[src/rtl/draw_player_if.sv]
// vga_if: one pixel of the VGA stream between pipeline stages.
//   vcount, hcount : 11-bit beam position
//   vsync, hsync   : sync pulses
//   vblnk, hblnk   : blanking flags
//   rgb            : 12-bit colour, 4 bits per channel
// Modport "in" is the consumer view and modport "out" is the producer view.
// The stream carries one pixel every clock. It has no valid/ready pair and
// no backpressure: a stage must accept a pixel every cycle.
interface vga_if;
  logic [10:0] vcount;
  logic [10:0] hcount;
  logic        vsync;
  logic        vblnk;
  logic        hsync;
  logic        hblnk;
  logic [11:0] rgb;

  modport in  (input  vcount, hcount, vsync, vblnk, hsync, hblnk, rgb);
  modport out (output vcount, hcount, vsync, vblnk, hsync, hblnk, rgb);
endinterface

[src/rtl/draw_player.sv]
// draw_player: paints the player sprite, a solid rectangle, over the
// background stream. It also owns the player's position: walking with edge
// clamping, plus a per-frame jump/gravity state machine.
// Ports:
//   clk, rst         : pixel clock; synchronous active-high reset
//   btn_left/right   : asynchronous walk buttons
//   btn_jump         : asynchronous jump button
//   vga_in           : background stream
//   vga_out          : the same stream, one cycle later, with the sprite overlaid
//   xpos, ypos       : sprite left column and bottom row
//   airborne         : 1 while the vertical FSM is in AIR (this exposes the FSM state)
module draw_player #(
  parameter int          WIDTH    = 32,
  parameter int          HEIGHT   = 48,
  parameter int          X_INIT   = 100,
  parameter int          GROUND_Y = 500,
  parameter int          SPEED    = 2,
  parameter int          JUMP_V0  = 12,
  parameter int          GRAVITY  = 1,
  parameter logic [11:0] COLOR    = 12'hF80
) (
  input  logic        clk,
  input  logic        rst,
  input  logic        btn_left,
  input  logic        btn_right,
  input  logic        btn_jump,
  vga_if.in           vga_in,
  vga_if.out          vga_out,
  output logic [10:0] xpos,
  output logic [10:0] ypos,
  output logic        airborne
);

  localparam int HOR_PIXELS = 800;

  localparam logic [0:0] GROUND = 1'b0;
  localparam logic [0:0] AIR    = 1'b1;

  localparam logic signed [11:0] SPEED_S  = 12'(SPEED);
  localparam logic signed [11:0] X_MAX    = 12'(HOR_PIXELS - WIDTH);
  localparam logic signed [11:0] GROUND_S = 12'(GROUND_Y);

  // Two-flop synchronisers. Bit 1 is the value that is safe to use.
  logic [1:0] l_sync, r_sync, j_sync;
  logic       l, r, j;

  assign l = l_sync[1];
  assign r = r_sync[1];
  assign j = j_sync[1];

  // The frame tick is the rising edge of vblnk. Position updates happen only
  // here, so xpos and ypos stay constant across the visible region.
  logic vblnk_d;
  logic tick;

  assign tick = vga_in.vblnk & ~vblnk_d;

  logic [0:0]        state, state_nxt;
  logic signed [7:0] vel, vel_nxt;
  logic [10:0]       x_nxt, y_nxt;

  // Horizontal motion. The arithmetic is 12-bit signed, so stepping left
  // from a small x goes negative instead of wrapping.
  logic signed [11:0] x_s, x_dec, x_inc;

  assign x_s   = {1'b0, xpos};
  assign x_dec = x_s - SPEED_S;
  assign x_inc = x_s + SPEED_S;

  always_comb begin
    x_nxt = xpos;
    if (l & ~r) begin
      x_nxt = (x_dec < 12'sd0) ? 11'd0 : x_dec[10:0];
    end else if (r & ~l) begin
      x_nxt = (x_inc > X_MAX) ? X_MAX[10:0] : x_inc[10:0];
    end
  end

  // Vertical FSM. A positive vel means upward motion, and the screen y
  // coordinate grows downward, so the next row is ypos - vel.
  logic signed [11:0] ny;

  assign ny = {1'b0, ypos} - {{4{vel[7]}}, vel};

  always_comb begin
    state_nxt = state;
    y_nxt     = ypos;
    vel_nxt   = vel;
    case (state)
      GROUND: begin
        if (j) begin
          y_nxt     = 11'(GROUND_Y - JUMP_V0);
          vel_nxt   = 8'(JUMP_V0 - GRAVITY);
          state_nxt = AIR;
        end
      end
      AIR: begin
        if (ny >= GROUND_S) begin
          y_nxt     = 11'(GROUND_Y);
          vel_nxt   = 8'sd0;
          state_nxt = GROUND;
        end else begin
          y_nxt   = ny[10:0];
          vel_nxt = vel - 8'(GRAVITY);
        end
      end
      default: begin
        state_nxt = GROUND;
      end
    endcase
  end

  // Hit test. The extents are computed in 12 bits so that xpos + WIDTH and
  // ypos - HEIGHT cannot overflow. The vertical compare is signed because
  // ypos - HEIGHT can be negative.
  logic [11:0]        x_end;
  logic signed [11:0] y_top, v_s;
  logic               hit;
  logic [11:0]        rgb_nxt;

  assign x_end = {1'b0, xpos} + 12'(WIDTH);
  assign y_top = {1'b0, ypos} - 12'(HEIGHT);
  assign v_s   = {1'b0, vga_in.vcount};

  assign hit = ~vga_in.vblnk & ~vga_in.hblnk &
               (vga_in.hcount >= xpos) &
               ({1'b0, vga_in.hcount} < x_end) &
               (v_s > y_top) &
               (vga_in.vcount <= ypos);

  assign rgb_nxt = hit ? COLOR : vga_in.rgb;

  always_ff @(posedge clk) begin
    if (rst) begin
      l_sync  <= 2'b00;
      r_sync  <= 2'b00;
      j_sync  <= 2'b00;
      vblnk_d <= 1'b0;
      xpos    <= 11'(X_INIT);
      ypos    <= 11'(GROUND_Y);
      vel     <= 8'sd0;
      state   <= GROUND;
    end else begin
      l_sync  <= {l_sync[0], btn_left};
      r_sync  <= {r_sync[0], btn_right};
      j_sync  <= {j_sync[0], btn_jump};
      vblnk_d <= vga_in.vblnk;
      if (tick) begin
        xpos  <= x_nxt;
        ypos  <= y_nxt;
        vel   <= vel_nxt;
        state <= state_nxt;
      end
    end
  end

  always_ff @(posedge clk) begin
    if (rst) begin
      vga_out.vcount <= 11'd0;
      vga_out.hcount <= 11'd0;
      vga_out.vsync  <= 1'b0;
      vga_out.vblnk  <= 1'b0;
      vga_out.hsync  <= 1'b0;
      vga_out.hblnk  <= 1'b0;
      vga_out.rgb    <= 12'd0;
    end else begin
      vga_out.vcount <= vga_in.vcount;
      vga_out.hcount <= vga_in.hcount;
      vga_out.vsync  <= vga_in.vsync;
      vga_out.vblnk  <= vga_in.vblnk;
      vga_out.hsync  <= vga_in.hsync;
      vga_out.hblnk  <= vga_in.hblnk;
      vga_out.rgb    <= rgb_nxt;
    end
  end

  assign airborne = (state == AIR);

endmodule

[src/flat_wrapper.sv]
// flat-port wrapper written by rule: the top's interface ports become plain ports
module draw_player_flat 
#(
  parameter int          WIDTH    = 32,
  parameter int          HEIGHT   = 48,
  parameter int          X_INIT   = 100,
  parameter int          GROUND_Y = 500,
  parameter int          SPEED    = 2,
  parameter int          JUMP_V0  = 12,
  parameter int          GRAVITY  = 1,
  parameter logic [11:0] COLOR    = 12'hF80
)
  (clk, rst, btn_left, btn_right, btn_jump, xpos, ypos, airborne, vga_in_vcount, vga_in_hcount, vga_in_vsync, vga_in_vblnk, vga_in_hsync, vga_in_hblnk, vga_in_rgb, vga_out_vcount, vga_out_hcount, vga_out_vsync, vga_out_vblnk, vga_out_hsync, vga_out_hblnk, vga_out_rgb);
  vga_if vga_in_i ();
  vga_if vga_out_i ();
  input  logic clk;
  input  logic rst;
  input  logic btn_left;
  input  logic btn_right;
  input  logic btn_jump;
  output logic [10:0] xpos;
  output logic [10:0] ypos;
  output logic airborne;
  input wire logic [$bits(vga_in_i.vcount)-1:0] vga_in_vcount;
  input wire logic [$bits(vga_in_i.hcount)-1:0] vga_in_hcount;
  input wire logic [$bits(vga_in_i.vsync)-1:0] vga_in_vsync;
  input wire logic [$bits(vga_in_i.vblnk)-1:0] vga_in_vblnk;
  input wire logic [$bits(vga_in_i.hsync)-1:0] vga_in_hsync;
  input wire logic [$bits(vga_in_i.hblnk)-1:0] vga_in_hblnk;
  input wire logic [$bits(vga_in_i.rgb)-1:0] vga_in_rgb;
  output wire logic [$bits(vga_out_i.vcount)-1:0] vga_out_vcount;
  output wire logic [$bits(vga_out_i.hcount)-1:0] vga_out_hcount;
  output wire logic [$bits(vga_out_i.vsync)-1:0] vga_out_vsync;
  output wire logic [$bits(vga_out_i.vblnk)-1:0] vga_out_vblnk;
  output wire logic [$bits(vga_out_i.hsync)-1:0] vga_out_hsync;
  output wire logic [$bits(vga_out_i.hblnk)-1:0] vga_out_hblnk;
  output wire logic [$bits(vga_out_i.rgb)-1:0] vga_out_rgb;
  assign vga_in_i.vcount = vga_in_vcount;
  assign vga_in_i.hcount = vga_in_hcount;
  assign vga_in_i.vsync = vga_in_vsync;
  assign vga_in_i.vblnk = vga_in_vblnk;
  assign vga_in_i.hsync = vga_in_hsync;
  assign vga_in_i.hblnk = vga_in_hblnk;
  assign vga_in_i.rgb = vga_in_rgb;
  assign vga_out_vcount = vga_out_i.vcount;
  assign vga_out_hcount = vga_out_i.hcount;
  assign vga_out_vsync = vga_out_i.vsync;
  assign vga_out_vblnk = vga_out_i.vblnk;
  assign vga_out_hsync = vga_out_i.hsync;
  assign vga_out_hblnk = vga_out_i.hblnk;
  assign vga_out_rgb = vga_out_i.rgb;
  draw_player #(.WIDTH(WIDTH), .HEIGHT(HEIGHT), .X_INIT(X_INIT), .GROUND_Y(GROUND_Y), .SPEED(SPEED), .JUMP_V0(JUMP_V0), .GRAVITY(GRAVITY), .COLOR(COLOR)) u_core (.clk(clk), .rst(rst), .btn_left(btn_left), .btn_right(btn_right), .btn_jump(btn_jump), .vga_in(vga_in_i), .vga_out(vga_out_i), .xpos(xpos), .ypos(ypos), .airborne(airborne));
endmodule
[config.mk]
export PLATFORM = sky130hd
export DESIGN_NAME = draw_player_flat
export DESIGN_NICKNAME = d
export VERILOG_FILES = /design/src/rtl/draw_player_if.sv /design/src/rtl/draw_player.sv /design/src/flat_wrapper.sv
export SDC_FILE = /design/constraint.sdc
export NUM_CORES = 1
export LEC_CHECK = 0
export CAP_MARGIN = 20
export CORE_AREA = 2 2 100 102
export CTS_CLUSTER_DIAMETER = 120
export CTS_CLUSTER_SIZE = 14
export DETAILED_ROUTE_END_ITERATION = 8
export DIE_AREA = 0 0 102 104
export PLACE_DENSITY = 0.81
export SETUP_SLACK_MARGIN = 0.5
export SLEW_MARGIN = 10
export SYNTH_ARGS = -nofsm -noshare
export SYNTH_HDL_FRONTEND = slang
export SYNTH_SLANG_ARGS = --single-unit
[constraint.sdc]
create_clock -name clk -period 2.89 [get_ports clk]
set_input_delay 0.289 -clock clk [delete_from_list [all_inputs] [get_ports clk]]
set_output_delay 0.289 -clock clk [all_outputs]
set_load 0.005 [all_outputs]
==> impl_metrics.json <==
{
  "synth_flop_cell": "dfxtp_1",
  "ir_worst_vdd_mv": 0.215,
  "vias": 4910,
  "ys_types": 66,
  "drt-wirelength-per-cell_microns": 18.4,
  "min-delay-path-class": "in -> reg",
  "drtPass1Iterations": 5,
  "critPathMaxFanout": 7,
  "core_area_sq_um": 9550,
  "vias_per_cell": 6.02,
  "yosysWarnings": 0,
  "min_path_cells": 2,
  "final-seq-area_sq_um": 1500,
  "start_util": 0.495,
  "synth_area_per_cell_sq_um": 8.64,
  "async_reset_ff_frac": 0,
  "cts_sinks": 74,
  "setup_viol": 0,
  "leakage_uw": 0.00256,
  "ys_seq_area_frac": 0.313,
  "drive_gt1_frac": 0.199,
  "gp_congestion": 0.933,
  "ant_nets": 0,
  "arrival_ps": 2860,
  "cts_root_buffer": "clkbuf_8",
  "critPathCaptureType": "flip-flop",
  "slew_viol_final": 0,
  "r2r_cells": 11,
  "critical_path_required_ps": 3150,
  "grt_usage": 0.279,
  "die_h_microns": 104,
  "ys_ff_latch": 74,
  "overflow": 0,
  "clkLatencyLatePin_ps": 360,
  "grt_max_degree": 35,
  "syn_area_sq_um": 4730,
  "grt_pass1_vias": 4878,
  "synthTopCellsByCount": "74 x dfxtp_1, 52 x ha_1, 43 x inv_1",
  "die_x_microns": 102,
  "final_area_sq_um": 6720,
  "final_cells": 815,
  "netlist_instances": 547,
  "worst_pin_slew_ps": 879,
  "clock_skew_ps": 13.6,
  "area_growth_pct": 42.2,
  "num_rows": 36,
  "io_pins": 104,
  "synth_edf_count": 0,
  "cts_buffer_depth": 2,
  "fmax_mhz": 384,
  "h-tree-depth": 3,
  "fillers": 723,
  "n_antenna_cell": 0,
  "max_slew_margin": 0.412,
  "power_density_nw_per_um2": 391,
  "yosysMostFrequentCell": "dfxtp_1",
  "synthesis.nets": 643,
  "rrSetupSlack_ps": 280,
  "antenna_found_initial": 0,
  "yosysTopAreaCell": "dfxtp_1",
  "multi_input_area_sq_um": 3380,
  "dp_hpwl_mm": 10.3,
  "die-area_sq_um": 10600,
  "wirelength_mm": 15.0,
  "rsz0062_at_grt": "true",
  "postPlaceCellArea_sq_um": 5940,
  "nets": 774,
  "port_buffers": 102,
  "status": "complete, no violations",
  "drc_errors": 0,
  "grt_pass1_wl_mm": 23.5,
  "synth_area_leaders": "dfxtp_1 31%, ha_1 14%, nor2b_1 4.9%, xnor2_1 4.1%, a21oi_1 3.8%",
  "cts_made_buffers": 9,
  "drt_first_iter_violations": 303,
  "cts_tree": "yes",
  "crit_type": "reg -> reg",
  "synth_top_cell_area_share": 0.313,
  "clk_pin_slew_ps": 80,
  "fin_crit_ps": 2610,
  "finalCritPeriodShare": 0.902,
  "critPathLaunchType": "flip-flop",
  "hold_viol": 0,
  "max_cap_violations": 0,
  "dp_cells": 776
}
## layout make-up
cell class / count / share of cell area
flip-flops and latches: 74 / 0.224
clock inverters: 4 / 0.00372
repair buffers: 138 / 0.196
well taps: 133 / 0.0248
clock buffers: 11 / 0.0242
multi-input cells: 412 / 0.504
inverters: 43 / 0.0240
## repair_timing
item,CTS,global route
setup buffers,19,4
hold buffers,0,0
pin swaps,34,26
setup endpoints to repair,33,39
gates resized for setup,63,30
gates cloned,1,0
## metal layers
layer  part of all wire  vias up  GRT usage
met5                  0        -          0
met4              0.045        0      0.139
met3              0.076       75     0.0652
met2               0.49      260      0.473
met1               0.39     2325      0.324
li1                   -     2250          -
## cell families (layout without fill, tap and decap cells)
| group | Yosys count | in the layout | share of synthesized area |
|---|---|---|---|
| other | 1 | 1 | 0.000794 |
| buffers and inverters | 62 | 196 | 0.0567 |
| flip-flops | 74 | 74 | 0.313 |
| XOR/XNOR | 30 | 30 | 0.0556 |
| adder cells (fa/ha/maj) | 53 | 53 | 0.142 |
| AO/OA/AOI/OAI | 162 | 163 | 0.245 |
| AND/OR/NAND/NOR | 165 | 165 | 0.186 |
## sequential cells by signal, summed over array words and instances (netlist names)
register,flops
u_core.airborne,1
u_core.j_sync,2
u_core.l_sync,2
u_core.r_sync,2
u_core.vblnk_d,1
u_core.vel,8
u_core.vga_out.hblnk,1
u_core.vga_out.hcount,11
u_core.vga_out.hsync,1
u_core.vga_out.rgb,12
u_core.vga_out.vcount,11
u_core.vga_out.vsync,1
u_core.xpos,10
u_core.ypos,11
## critical path: stages (launching register included)
cell and delay, ps:
dfxtp_4 370, ha_4 150, or3_4 350, buf_4 150, xnor2_1 120, ha_1 320
nand3_2 90, nor2_2 40, and3_4 160, a211oi_4 290, o2111ai_4 230, and3_1 240
## through the flow
stage | hold slack (ps) | setup slack (ps) | util | total power (uW) | setup TNS (ps)
finish | 381 | 283 | 0.704 | 2630 | 0
global route | 393 | 201 | 0.704 | 2730 | 0
CTS | 350 | 316 | 0.686 | 2570 | 0
detailed placement | 431 | -35.2 | 0.622 | 1640 | -88.3
global placement | 430 | 46.4 | 0.622 | 1620 | 0
floorplan | 413 | 504 | - | 1420 | 0
## cell usage in the layout (no fill, tap or decap), drive strengths merged, types with 11 or more instances in the layout
cell type,n
a211oi,14
a21o,11
a21oi,37
buf,37
clkbuf,11
clkdlybuf4s50,101
dfxtp,74
ha,52
inv,43
nand2,26
nand3,16
nor2,32
nor2b,38
nor3,13
o21ai,34
xnor2,22
## where the power goes
part / switching (uW) / internal, uW
Sequential: 25.0 / 1060
Clock: 395 / 379
Combinational: 386 / 379
Total: 806 / 1820
## worst paths after layout
kind / start / end
hold / removal: rst / u_core.xpos[10]$_SDFFE_PP0P_
hold reg to reg: u_core.l_sync[0]$_SDFF_PP0_ / u_core.l_sync[1]$_SDFF_PP0_
setup / recovery: u_core.ypos[4]$_SDFFE_PP1P_ / u_core.vga_out.rgb[3]$_SDFF_PP0_
setup reg to reg: u_core.ypos[4]$_SDFFE_PP1P_ / u_core.vga_out.rgb[3]$_SDFF_PP0_
(Power assumes the default switching activity.)
